`src/rtl/nes_pad_responder.sv`:
```
`timescale 1ns/1ps
// nes_pad_responder: emulates a 4021-style NES pad. A host drives latch_in
// and pulse_in; the block returns A,B,Select,Start,Up,Down,Left,Right
// serially on data_out, active-low.
// Host protocol: a latch high period loads the buttons, and the latch fall
// freezes them. Each pulse rising edge then advances one bit. The
// frame_done strobe marks the 8th shift.
// Optional feature: define NES_PAD_TURBO_EN to enable turbo gating of A/B.
module nes_pad_responder #(
  parameter int SYNC_STAGES    = 2,
  parameter int TIMEOUT_CYCLES = 4096,
  parameter int TURBO_FRAMES   = 4
) (
  input  logic       clk,
  input  logic       rst,
  input  logic [0:7] buttons_in,
  input  logic       turbo_a_in,
  input  logic       turbo_b_in,
  input  logic       latch_in,
  input  logic       pulse_in,
  output logic       data_out,
  output logic       frame_done,
  output logic       busy
);

  localparam int TMO_W = (TIMEOUT_CYCLES > 2) ? $clog2(TIMEOUT_CYCLES) : 1;
  localparam logic [TMO_W-1:0] TMO_LAST = TMO_W'(TIMEOUT_CYCLES - 1);

  typedef enum logic [1:0] {
    ST_IDLE  = 2'd0,
    ST_LATCH = 2'd1,
    ST_SHIFT = 2'd2
  } state_t;

  state_t            state_q, state_d;
  logic [0:7]        shift_q, shift_d;
  logic [3:0]        bit_cnt_q, bit_cnt_d;
  logic [TMO_W-1:0]  tmo_q, tmo_d;
  logic              data_out_q, data_out_d;
  logic              frame_done_q, frame_done_d;

  logic [SYNC_STAGES-1:0] latch_sync_q, latch_sync_d;
  logic [SYNC_STAGES-1:0] pulse_sync_q, pulse_sync_d;
  logic                   latch_dly_q, latch_dly_d;
  logic                   pulse_dly_q, pulse_dly_d;
  logic                   latch_rise, latch_fall, pulse_rise;

  logic [0:7] eff_buttons;

  // Synchroniser chains plus one delay flop per line for edge detection.
  always_comb begin
    latch_sync_d = {latch_sync_q[SYNC_STAGES-2:0], latch_in};
    pulse_sync_d = {pulse_sync_q[SYNC_STAGES-2:0], pulse_in};
    latch_dly_d  = latch_sync_q[SYNC_STAGES-1];
    pulse_dly_d  = pulse_sync_q[SYNC_STAGES-1];
  end

  assign latch_rise = latch_sync_q[SYNC_STAGES-1] & ~latch_dly_q;
  assign latch_fall = ~latch_sync_q[SYNC_STAGES-1] & latch_dly_q;
  assign pulse_rise = pulse_sync_q[SYNC_STAGES-1] & ~pulse_dly_q;

`ifdef NES_PAD_TURBO_EN
  localparam int TCNT_W = (TURBO_FRAMES > 1) ? $clog2(TURBO_FRAMES) : 1;
  localparam logic [TCNT_W-1:0] TCNT_LAST = TCNT_W'(TURBO_FRAMES - 1);

  logic [TCNT_W-1:0] turbo_cnt_q, turbo_cnt_d;
  logic              turbo_phase_q, turbo_phase_d;

  // Count completed frames; flip the turbo phase every TURBO_FRAMES of them.
  always_comb begin
    turbo_cnt_d   = turbo_cnt_q;
    turbo_phase_d = turbo_phase_q;
    if (frame_done_d) begin
      if (turbo_cnt_q == TCNT_LAST) begin
        turbo_cnt_d   = '0;
        turbo_phase_d = ~turbo_phase_q;
      end else begin
        turbo_cnt_d = turbo_cnt_q + TCNT_W'(1);
      end
    end
  end

  // Turbo counter and phase registers.
  always_ff @(posedge clk) begin
    if (!rst) begin
      turbo_cnt_q   <= '0;
      turbo_phase_q <= 1'b1;
    end else begin
      turbo_cnt_q   <= turbo_cnt_d;
      turbo_phase_q <= turbo_phase_d;
    end
  end

  // A and B only read as pressed while the turbo phase is open.
  always_comb begin
    eff_buttons    = buttons_in;
    eff_buttons[0] = buttons_in[0] & (~turbo_a_in | turbo_phase_q);
    eff_buttons[1] = buttons_in[1] & (~turbo_b_in | turbo_phase_q);
  end
`else
  logic unused_turbo;
  assign unused_turbo = turbo_a_in ^ turbo_b_in ^ (TURBO_FRAMES == 0);
  assign eff_buttons  = buttons_in;
`endif

  // Next-state logic: load while latched, shift on pulses, abort on timeout.
  always_comb begin
    state_d      = state_q;
    shift_d      = shift_q;
    bit_cnt_d    = bit_cnt_q;
    tmo_d        = tmo_q;
    frame_done_d = 1'b0;
    case (state_q)
      ST_IDLE: begin
        tmo_d = '0;
        if (latch_rise) begin
          state_d   = ST_LATCH;
          shift_d   = ~eff_buttons;
          bit_cnt_d = 4'd0;
        end
      end
      ST_LATCH: begin
        tmo_d     = '0;
        shift_d   = ~eff_buttons;
        bit_cnt_d = 4'd0;
        if (latch_fall) begin
          state_d = ST_SHIFT;
        end
      end
      ST_SHIFT: begin
        if (latch_rise) begin
          state_d   = ST_LATCH;
          shift_d   = ~eff_buttons;
          bit_cnt_d = 4'd0;
          tmo_d     = '0;
        end else if (pulse_rise) begin
          shift_d   = {shift_q[1:7], 1'b1};
          bit_cnt_d = (bit_cnt_q >= 4'd8) ? 4'd8 : bit_cnt_q + 4'd1;
          tmo_d     = '0;
          if (bit_cnt_d == 4'd8) begin
            state_d      = ST_IDLE;
            frame_done_d = 1'b1;
          end
        end else if (tmo_q == TMO_LAST) begin
          state_d = ST_IDLE;
          tmo_d   = '0;
        end else begin
          tmo_d = tmo_q + TMO_W'(1);
        end
      end
      default: begin
        state_d = ST_IDLE;
      end
    endcase
    data_out_d = (state_d == ST_IDLE) ? 1'b1 : shift_d[0];
  end

  // State, datapath and synchroniser registers.
  always_ff @(posedge clk) begin
    if (!rst) begin
      state_q      <= ST_IDLE;
      shift_q      <= 8'hFF;
      bit_cnt_q    <= 4'd0;
      tmo_q        <= '0;
      data_out_q   <= 1'b1;
      frame_done_q <= 1'b0;
      latch_sync_q <= '0;
      pulse_sync_q <= '0;
      latch_dly_q  <= 1'b0;
      pulse_dly_q  <= 1'b0;
    end else begin
      state_q      <= state_d;
      shift_q      <= shift_d;
      bit_cnt_q    <= bit_cnt_d;
      tmo_q        <= tmo_d;
      data_out_q   <= data_out_d;
      frame_done_q <= frame_done_d;
      latch_sync_q <= latch_sync_d;
      pulse_sync_q <= pulse_sync_d;
      latch_dly_q  <= latch_dly_d;
      pulse_dly_q  <= pulse_dly_d;
    end
  end

  assign data_out   = data_out_q;
  assign frame_done = frame_done_q;
  assign busy       = (state_q != ST_IDLE);

endmodule

```
`config.mk`:
```
export PLATFORM = sky130hd
export DESIGN_NAME = nes_pad_responder
export DESIGN_NICKNAME = d
export VERILOG_FILES = /design/src/rtl/nes_pad_responder.sv
export SDC_FILE = /design/constraint.sdc
export NUM_CORES = 1
export LEC_CHECK = 0
export CORE_MARGIN = 2
export CORE_UTILIZATION = 45
export CTS_BUF_LIST = sky130_fd_sc_hd__clkbuf_8
export DETAILED_ROUTE_END_ITERATION = 16
export PLACE_DENSITY_LB_ADDON = 0.15
export SLEW_MARGIN = 10
export SYNTH_ARGS = -nofsm -noshare
export SYNTH_HDL_FRONTEND = slang
export SYNTH_SLANG_ARGS = --single-unit
```
`constraint.sdc`:
```
create_clock -name clk -period 1.4 [get_ports clk]
set_clock_uncertainty 0.15 [all_clocks]
set_input_delay 0.21 -clock clk [delete_from_list [all_inputs] [get_ports clk]]
set_output_delay 0.21 -clock clk [all_outputs]
set_load 0.01 [all_outputs]
```
# ---- After elaboration in Yosys (flattened, before gate mapping)
# Index checks and enable logic that the tools add are counted.
dict set report op_classes {
  n_addsub 2
  order_cmp 1
  n_eq_ne 6
  mux 21
  bitwise_logic 10
  reduce_logical 9
}
# cell count
set ops {}
lappend ops {{$mux 12} 3}
lappend ops {{$mux 8} 3}
lappend ops {{$pmux 12 s2} 1}
lappend ops {{$pmux 8 s3} 1}
lappend ops {{$mux 4} 4}
lappend ops {{$add 12x1->12 const B} 1}
lappend ops {{$eq 12x12->1 const B} 1}
lappend ops {{$mux 2} 6}
lappend ops {{$pmux 4 s3} 1}
lappend ops {{$not 8->8} 1}
lappend ops {{$not 1->1} 6}
lappend ops {{$pmux 2 s3} 1}
lappend ops {{$add 4x1->4 const B} 1}
lappend ops {{$eq 4x4->1 const B} 1}
lappend ops {{$ge 4x4->1 const B} 1}
lappend ops {{$logic_not 2->1} 2}
lappend ops {{$reduce_bool 2->1} 2}
lappend ops {{$reduce_or 2->1} 2}
lappend ops {{$reduce_or 4->1} 1}
lappend ops {{$and 1x1->1} 3}
lappend ops {{$ne 3x3->1 const B} 1}
lappend ops {{$reduce_and 3->1} 1}
lappend ops {{$reduce_bool 3->1} 1}
lappend ops {{$eq 2x1->1 const B} 1}
lappend ops {{other kinds (3)} 3}
dict set report word_totals {
  ff_bits 34
  out_inout_bits 3
  elab_cells 60
}

# ---- Depth between registers and ports, before layout
# Gate-level depths: netlist of the first run.
dict set report depth {
  ltp_word 9
  ltp_mapped 5
  mapped_depth_nobuf 5
}

# ---- Least setup slack after synthesis of the first run
# No wires, ideal clock.
dict set report synth_path {
  path_type {flip-flop to flip-flop}
  from {register state_q[0]}
  to {register bit_cnt_q[2]}
  arrival_time_ns 1.323
  required_time_ns 1.180
  setup_slack_ns -0.143
  stages_incl_launch_ff 5
  path_buffers 0
  period_less_slack_ns 1.543
  cell_sequence {dfxtp_1 > and2b_2 > nand3_2 > or4b_1 > a21oi_1}
}
dict set report synth_between {
  elab_chain_len 3
  word_cells_on_any_way 8
}
# item line_no
set synth_lines {}
lappend synth_lines {{from (decl)} 35} ;# state_t state_q, state_d;
lappend synth_lines {{from (signal assigned)} 172} ;# state_q <= state_d;
lappend synth_lines {{$eq 2x2->1 (tied with other cells)} 113} ;# case (state_q)
lappend synth_lines {{$ne 3x3->1 (no source line) (tied with other cells)} -}
lappend synth_lines {{$reduce_and 3->1 (no source line)} -}
lappend synth_lines {{to (signal assigned)} 174} ;# bit_cnt_q <= bit_cnt_d;
lappend synth_lines {{to (decl)} 37} ;# logic [3:0] bit_cnt_q, bit_cnt_d;
# Several ways; a longest one is shown, not always the timed one.
# A chain may end at the register's enable or synchronous reset.

# ---- Final worst setup path of the first run
dict set report layout_path {
  from {register state_q[1]}
  to {register bit_cnt_q[2]}
}
# The elaborated chain is that of the path after synthesis.

==> flow_summary.json, run 1 <==
{
  "ys_ff_latch": 34,
  "synth.net_count": 185,
  "r2r_end": "bit_cnt_q[2]",
  "clkSinkCount": 34,
  "worst_pin_slew_ns": 0.332,
  "initial_core_util_pct": 48.4,
  "wl_per_cell_um": 14.3,
  "yosys.area_share.simple_pct": 27.9,
  "ant_nets": 0,
  "ys_async_sr_fraction_pct": 0,
  "synth_top_family_by_area": "simple AND/OR/NAND/NOR gates",
  "netlist_instances": 168,
  "fin_setup_tns_ns": -1.63,
  "htreeDepth": 2,
  "grt_first_pass_wirelength_mm": 6.06,
  "antenna_found_initial": 0,
  "post_layout_nonfiller_instances": 267,
  "cts_made_buffers": 5,
  "maxSlewHeadroom_pct": 77.5,
  "cts-hold-fix-buffers": 0,
  "overflow": 0,
  "clock_path_buffers": 2,
  "clk_transition_reported_paths_ns": 0.08,
  "die_y_um": 61.8,
  "routed_wl_mm": 3.83,
  "io_pins": 17,
  "min_period_over_period_pct": 111,
  "p_leak_nw": 0.925,
  "fin_nets": 239,
  "placed_cells": 255,
  "peakVddDrop_mv": 0.674,
  "diodes": 0,
  "cp-startpoint": "state_q[1]",
  "timing.rr.start": "state_q[1]",
  "rsz0062_at_grt": "yes",
  "place_ws_ns": -0.333,
  "setup_ws_ns": -0.147,
  "synth_compound_area_share_pct": 16.2,
  "arrival_ns": 1.63,
  "critPathMaxFanout": 7,
  "netlist-cell-type-count": 43,
  "hold_class": "reg -> reg",
  "grt_max_degree": 19,
  "drtIter0Drc": 54,
  "viasPerCell": 5.49,
  "core_mm2": 0.00310,
  "hpwl_mm": 2.64,
  "vias": 1466,
  "power.total_mw": 1.96,
  "synth_xor_area_share_pct": 3.50,
  "globalplace.congestion": 0.823,
  "run_status": "finished with violations",
  "row_count": 20,
  "synth_area_leaders": "dfxtp_1 45%, nand2_1 4.7%, o2111ai_1 4.1%",
  "failed_checks": "negative setup slack",
  "synth_top_area_share_pct": 45.3,
  "period_minus_slack_ns": 1.55,
  "grt_usage_pct": 22.0,
  "p_per_area_mw_per_mm2": 855,
  "worstSetupEndpointType": "flip-flop",
  "synth_mux_area_share_pct": 1.42,
  "drcViolationCount": 0,
  "drive_above_1_share_pct": 42.2,
  "reg2reg_depth": 4,
  "hp-start": "pulse_sync_q[0]",
  "holdPathStages": 1,
  "cts_tree": "built",
  "synth.cell_area_mm2": 0.00150,
  "synth_seq_area_share_pct": 45.3,
  "required_ns": 1.48,
  "startpoint_type": "flip-flop",
  "reg2reg_slack_ns": -0.15,
  "postPlaceCellArea_mm2": 0.00196,
  "yosysTopAreaCell": "dfxtp_1",
  "finalSetupViolations": 23,
  "grt_pass1_vias": 1329,
  "clk_latency_ns": 0.29,
  "firstDrtPassIters": 4,
  "synth_warnings": 0,
  "crit_end": "bit_cnt_q[2]",
  "finalInstanceArea_mm2": 0.00230,
  "synth-adder-area-share_pct": 2.50,
  "area_delta_synth_final_pct": 52.9,
  "hold_slack_ns": 0.291,
  "die_area_mm2": 0.00382,
  "post-route-util_pct": 74.0,
  "critPathKind": "reg -> reg",
  "die_w_um": 61.8,
  "drv_slew": 0,
  "fmax_mhz": 646,
  "ys.flop_type": "dfxtp_1",
  "fillCellCount": 232,
  "max_cap_viol_count": 0,
  "finalHoldViolCount": 0,
  "clockRootBuffer": "clkbuf_8",
  "synth-edff-count": 0,
  "numPortBuffers": 14,
  "synth.avg_cell_area_um2": 8.94
}
layout by cell type (no fill, tap or decap), types with 2 or more instances in the layout:
cell              n
buf_4            31
dlygate4sd2_1     2
nand2b_4          2
o2111ai_1         6
or3_1             2
nor2_1           10
clkdlybuf4s50_1  11
nand2b_1          2
xor2_1            6
nand3_2           2
nor3_2            2
and2_1            8
dfxtp_1          21
nand2_1          17
buf_6             6
nand3_1           2
clkbuf_8          6
a21oi_1           4
nor2_2            2
ha_4              2
a21oi_2           3
o21ai_0           3
inv_1             9
nand4_1           7
and3_1            2
and4_4            2
o21ai_1           2
dfxtp_4           2
dfxtp_2          11
cell type report:
cell class                 count  area (um2)  share of cell area (%)
timing repair buffer          51         448                    19.5
clock buffer                   6        82.6                    3.59
multi-input combinational    122         971                    42.3
sequential                    34         702                    30.6
clock inverter                 2        8.76                   0.381
tap                           44        55.1                    2.40
inverter                       8        30.0                    1.31
synth_stat cells (all sizes together) (5+ instances only):
cell,count
a21oi,8
and2,8
dfxtp,34
inv,8
nand2,19
nand2b,5
nand3,5
nand4,7
nor2,12
o2111ai,7
o21ai,6
xor2,6
flip-flops by register name (all words and copies together), names as in the netlist:
register and count:
tmo_q 12, shift_q 8, bit_cnt_q 4, latch_sync_q 2
pulse_sync_q 2, state_q 2, data_out 1, frame_done 1
latch_dly_q 1, pulse_dly_q 1
critical path, cell delays in order, from the launching register on:
cell and delay (ns):
dfxtp_4 0.39, and2b_2 0.23, nand3_4 0.11, or4b_4 0.50
a21oi_2 0.13
metal layers:
| layer | vias up | routed length [um] | GRT usage [%] |
|---|---|---|---|
| li1 | 713 | - | - |
| met1 | 721 | 1730 | 27.9 |
| met3 | 5 | 141 | 7.45 |
| met2 | 27 | 1900 | 34.6 |
| met4 | 0 | 61 | 8.51 |
| met5 | - | 0 | 0 |
cell families after synthesis:
| logic type | after synthesis |
|---|---|
| buf+inv | 12 |
| xor+xnor | 6 |
| fa+ha+maj | 3 |
| flops | 34 |
| compound gates | 34 |
| mux | 2 |
| simple gates | 77 |
how the worst min path moves through the flow:
stage	slack (ns)	endpoint
2_1_floorplan	0.19	latch_sync_q[0]
3_3_place_gp	0.27	pulse_sync_q[1]
3_5_place_dp	0.28	latch_sync_q[1]
4_1_cts	0.30	latch_sync_q[1]
5_1_grt	0.30	pulse_sync_q[1]
6_report	0.29	pulse_sync_q[1]
where the power goes:
part	switching, mW	total (mW)	internal, mW
clock	0.374	0.764	0.390
combinational	0.0812	0.188	0.107
sequential	0.0172	1.01	0.994
timing repair:
item                       CTS  global route
setup buffers                1             3
pin swaps                    7             8
resized for setup           31            31
setup endpoints to repair   28            28
cloned                       0             0
Note: power is estimated with default switching activity, not from simulation.
==> run 2: changes to the inputs <==
- CORE_MARGIN: 2 -> default
- CORE_UTILIZATION: 45 -> 40
==> run 2 against run 1 <==
  * The flow still finishes with violations (negative setup slack)
  * Non-clock buffer count grew 1
  * Via count decreased by 2.2%
  * Count of clock-buffer cells in the layout stayed put
  * Combinational power down 2%
  * Wire length is 0.99% lower
  * Clock power down 6.5%
  * Final area fell by 0.33%
  * Worst hold slack worse by 0.0043 ns
  * Total power decreased by 2.8%
  * Setup slack better by 0.014 ns
  * Flip-flop and latch count unchanged
  * Largest power group unchanged
  * Highest routed layer unchanged
==> flow_summary.json, run 2 (synthesis results as in run 1) <==
{
  "layout.cells.most_common_list": "32 x buf_4, 19 x dfxtp_1, 18 x nand2_1",
  "clockRootBuffer": "clkbuf_8",
  "startpoint_type": "flip-flop",
  "regArea_um2": 709,
  "fmax_mhz": 652,
  "critPathMaxFanout": 6,
  "crit_chain": "and2b_2 > buf_6 > nand3_4 > or3_4 > a21oi_2",
  "clk_latency_ns": 0.29,
  "drv_slew": 0,
  "hold_class": "reg -> reg",
  "run_status": "finished with violations",
  "slowest_stage": "dfxtp_4",
  "p_leak_nw": 0.910,
  "grt_usage_pct": 21.1,
  "area_delta_synth_final_pct": 52.4,
  "rsz0062_at_grt": "yes",
  "critPathKind": "reg -> reg",
  "finalInstanceArea_mm2": 0.00229,
  "firstDrtPassIters": 4,
  "antenna_found_initial": 0,
  "reg.largest.list": "tmo_q x12, shift_q x8, bit_cnt_q x4",
  "core_mm2": 0.00347,
  "clkSinkCount": 34,
  "arrival_ns": 1.60,
  "worst_pin_slew_ns": 0.339,
  "grt_first_pass_wirelength_mm": 6.45,
  "postPlaceCellArea_mm2": 0.00195,
  "htreeDepth": 2,
  "numPortBuffers": 14,
  "drtIter0Drc": 54,
  "vias": 1434,
  "required_ns": 1.47,
  "row_count": 21,
  "max_cap_viol_count": 0,
  "initial_core_util_pct": 43.3,
  "failed_checks": "negative setup slack",
  "drive_above_1_share_pct": 41.4,
  "clk_transition_reported_paths_ns": 0.06,
  "routed_wl_mm": 3.79,
  "regMostFlops": "tmo_q",
  "hpwl_mm": 2.58,
  "die_w_um": 63.3,
  "p_per_area_mw_per_mm2": 833,
  "cts_tree": "built",
  "peakVddDrop_mv": 0.643,
  "cts_made_buffers": 5,
  "finalHoldViolCount": 0,
  "period_minus_slack_ns": 1.53,
  "io_pins": 17,
  "die_area_mm2": 0.00401,
  "drcViolationCount": 0,
  "die_y_um": 63.3,
  "finalSetupViolations": 22,
  "viasPerCell": 5.35,
  "ant_nets": 0,
  "power.total_mw": 1.91,
  "diodes": 0,
  "clock_path_buffers": 2,
  "maxSlewHeadroom_pct": 77.1,
  "globalplace.congestion": 0.894,
  "grt_max_degree": 18,
  "cpPeakStageDelay_ns": 0.35,
  "min_period_over_period_pct": 110,
  "multi_input_area_um2": 963,
  "grt_pass1_vias": 1370,
  "overflow": 0,
  "wl_per_cell_um": 14.1,
  "cts-hold-fix-buffers": 0,
  "place_ws_ns": -0.308,
  "worstSetupEndpointType": "flip-flop",
  "post-route-util_pct": 66.0,
  "final_common_cell": "buf_4",
  "largest_reg_flops": 12,
  "fin_nets": 240,
  "fillCellCount": 276,
  "setup_ws_ns": -0.133
}
==> run 2: path summary, 6_finish.rpt <==
| check | start | to | slack, ns | cells after the start |
|---|---|---|---|---|
| setup / recovery | state_q[0] | tmo_q[7] | -0.13 | 5 |
| setup reg to reg | state_q[0] | tmo_q[7] | -0.13 | 5 |
| hold / removal | latch_sync_q[0] | latch_sync_q[1] | 0.29 | 1 |
| hold reg to reg | latch_sync_q[0] | latch_sync_q[1] | 0.29 | 1 |
==> run 2: repair_timing <==
item,in CTS,in global routing
setup buffers,4,1
endpoints found under the setup margin,30,28
pin swaps,13,9
resized for setup,42,22
==> run 2: metal layers <==
layer | vias to the layer above | GRT usage [%] | part of all wire, %
met5 | - | 0 | 0
met4 | 0 | 9.94 | 2.1
met3 | 8 | 7.25 | 5.5
met2 | 44 | 32.0 | 47
met1 | 671 | 26.6 | 45
li1 | 711 | - | -
==> run 2: power breakdown <==
group          leakage, nW  switching [mW]  internal (mW)
Combinational        0.581          0.0773          0.106
Sequential           0.285          0.0177          0.993
Clock               0.0431           0.335          0.379
==> run 2: metrics by stage <==
step           TNS, ns  hold slack [ns]  std cells
5_1_grt          -2.68            0.310        268
4_1_cts          -1.11            0.293        267
6_report         -1.28            0.286        268
2_1_floorplan   -0.167            0.187        168
3_5_place_dp     -5.59            0.278        257
3_3_place_gp     -4.41            0.264        257
==> run 2: cell type report <==
cell class	instances	area share, %
inverter	8	1.31
multi-input combinational	122	42.1
tap	46	2.51
sequential	34	31.0
timing repair buffer	52	19.5
clock buffer	6	3.61
==> run 2: critical path, delay by kind of cell (launching register included) <==
| kind | cells | cell delay (ns) |
|---|---|---|
| and+or+nand+nor | 3 | 0.71 |
| DFF | 1 | 0.35 |
| buffers and inverters | 1 | 0.12 |
| AOI/OAI and AO/OA | 1 | 0.12 |
==> run 3: changes to the inputs <==
- CORE_ASPECT_RATIO: default -> 1.5
- CTS_CLUSTER_DIAMETER: default -> 100
==> run 3 against run 2 <==
  * The run still ends with negative setup slack left
  * Flip-flop and latch count unchanged
  * Sequential share of layout area down 2.1 points
  * Final area up 5.5%
  * Worst hold slack better by 0.0019 ns
  * Setup slack better by 0.0051 ns
  * Maximum frequency up 0.33%
  * Via count up 2.8%
  * Utilization up 3.4 points
  * Global-route usage up 1.2 points
  * Non-clock buffer count up 2
  * Count of clock-buffer cells in the layout unchanged
  * Wire length up 4.4%
  * Critical endpoint is now bit_cnt_q[2]
  * Highest routed layer unchanged
==> flow_summary.json, run 3 (synthesis results as in run 1) <==
{
  "cp-startpoint": "state_q[0]",
  "hold_slack_ns": 0.288,
  "ant_nets": 0,
  "wl_per_cell_um": 14.8,
  "final_common_cell": "buf_4",
  "antenna_found_initial": 0,
  "worst_pin_slew_ns": 0.428,
  "period_minus_slack_ns": 1.53,
  "failed_checks": "negative setup slack",
  "power_frac_seq_pct": 50.9,
  "numPortBuffers": 14,
  "fin_nets": 242,
  "io_pins": 17,
  "required_ns": 1.48,
  "globalplace.congestion": 0.932,
  "placed_cells": 257,
  "p_comb_share_pct": 11.7,
  "grt_usage_pct": 22.3,
  "crit_end": "bit_cnt_q[2]",
  "critPathKind": "reg -> reg",
  "setup_ws_ns": -0.128,
  "clk_latency_ns": 0.29,
  "layout.cells.most_common_list": "34 x buf_4, 24 x dfxtp_1, 11 x nand2_1, 11 x clkdlybuf4s50_1, 9 x nor2_1",
  "p_leak_nw": 0.964,
  "switchingPower_mw": 0.495,
  "p_int_mw": 1.52,
  "row_count": 26,
  "fmax_mhz": 654,
  "switching_share_pct": 24.6,
  "clockRootBuffer": "clkbuf_8",
  "overflow": 0,
  "clkSinkCount": 34,
  "firstDrtPassIters": 4,
  "grt_pass1_vias": 1565,
  "max_cap_viol_count": 0,
  "maxSlewHeadroom_pct": 71.1,
  "peakVddDrop_mv": 1.01,
  "htreeDepth": 2,
  "run_status": "finished with violations",
  "reg2reg_depth": 4,
  "drcViolationCount": 0,
  "viasPerCell": 5.50,
  "cts_tree": "built",
  "hp-start": "latch_sync_q[0]",
  "rsz0062_at_grt": "yes",
  "hpwl_mm": 2.72,
  "die_y_um": 77.1,
  "p_clk_share_pct": 37.4,
  "critPathMaxFanout": 4,
  "initial_core_util_pct": 43.2,
  "area_delta_synth_final_pct": 60.7,
  "drv_slew": 0,
  "place_ws_ns": -0.294,
  "power.total_mw": 2.01,
  "diodes": 0,
  "largest_reg_flops": 12,
  "post_layout_nonfiller_instances": 268,
  "grt_max_degree": 18,
  "reg.largest.list": "tmo_q x12, shift_q x8, bit_cnt_q x4",
  "timing.rr.start": "state_q[0]",
  "cts_made_buffers": 5,
  "clk_transition_reported_paths_ns": 0.07,
  "drtIter0Drc": 31,
  "reg2reg_slack_ns": -0.13,
  "regMostFlops": "tmo_q",
  "startpoint_type": "flip-flop",
  "p_per_area_mw_per_mm2": 834,
  "r2r_end": "bit_cnt_q[2]",
  "min_period_over_period_pct": 109,
  "drive_above_1_share_pct": 47.3,
  "die_area_mm2": 0.00401,
  "grt_first_pass_wirelength_mm": 6.60,
  "worstSetupEndpointType": "flip-flop",
  "arrival_ns": 1.61,
  "clock_path_buffers": 2,
  "finalSetupViolations": 23,
  "vias": 1474,
  "routed_wl_mm": 3.95,
  "finalHoldViolCount": 0,
  "die_w_um": 52.0,
  "hold_class": "reg -> reg",
  "core_mm2": 0.00348,
  "cts-hold-fix-buffers": 0
}
run 3: through the flow:
step	utilization (%)	cell area [um2]	setup TNS [ns]
final	69.4	2410	-1.82
after global routing	69.4	2410	-3.22
after CTS	62.3	2170	-2.12
after detailed placement	57.2	1990	-5.49
after global placement	57.2	1990	-5.04
after floorplan	-	1540	-0.167
run 3: repair_timing:
item	in CTS	in global routing
buffers inserted	2	1
pin swaps	6	19
gates resized for setup	22	58
endpoints found under the setup margin	27	27
run 3: worst min-delay path by stage:
stage | endpoint | slack, ns | cells after the start
after floorplan | latch_sync_q[0] | 0.19 | 1
after global placement | pulse_sync_q[1] | 0.27 | 1
after detailed placement | latch_sync_q[1] | 0.28 | 1
after CTS | latch_sync_q[1] | 0.30 | 1
after global routing | pulse_sync_q[1] | 0.31 | 1
final | latch_sync_q[1] | 0.29 | 1
run 3: metal layers:
layer / share of wire [%] / GRT usage (%) / routed length (um)
met5: 0 / 0 / 0
met4: 4.2 / 15.9 / 166
met2: 57 / 40.5 / 2240
met3: 2.8 / 4.56 / 112
met1: 36 / 20.6 / 1430
run 3: power groups by stage:
stage	sequential [mW]	clock, mW	combinational (mW)
global placement	1.03	0	0.156
CTS	1.01	0.778	0.177
finish	1.03	0.754	0.235
detailed placement	1.04	0	0.162
global route	1.03	0.815	0.253
floorplan	1.03	0	0.0740
run 3: area by class of cell:
cell class,instances,area (um2)
Clock buffer,6,82.6
Clock inverter,2,8.76
Fill cell,265,1070
Inverter,8,30.0
Multi-Input combinational cell,122,1060
Sequential cell,34,698
Tap cell,42,52.6
Timing Repair Buffer,54,479
run 3: worst max-delay path, cell delays in order (launching register included):
cell and delay, ns:
dfxtp_4 0.36, and2b_2 0.27, nand3_4 0.09, or4b_4 0.48, a21oi_2 0.12
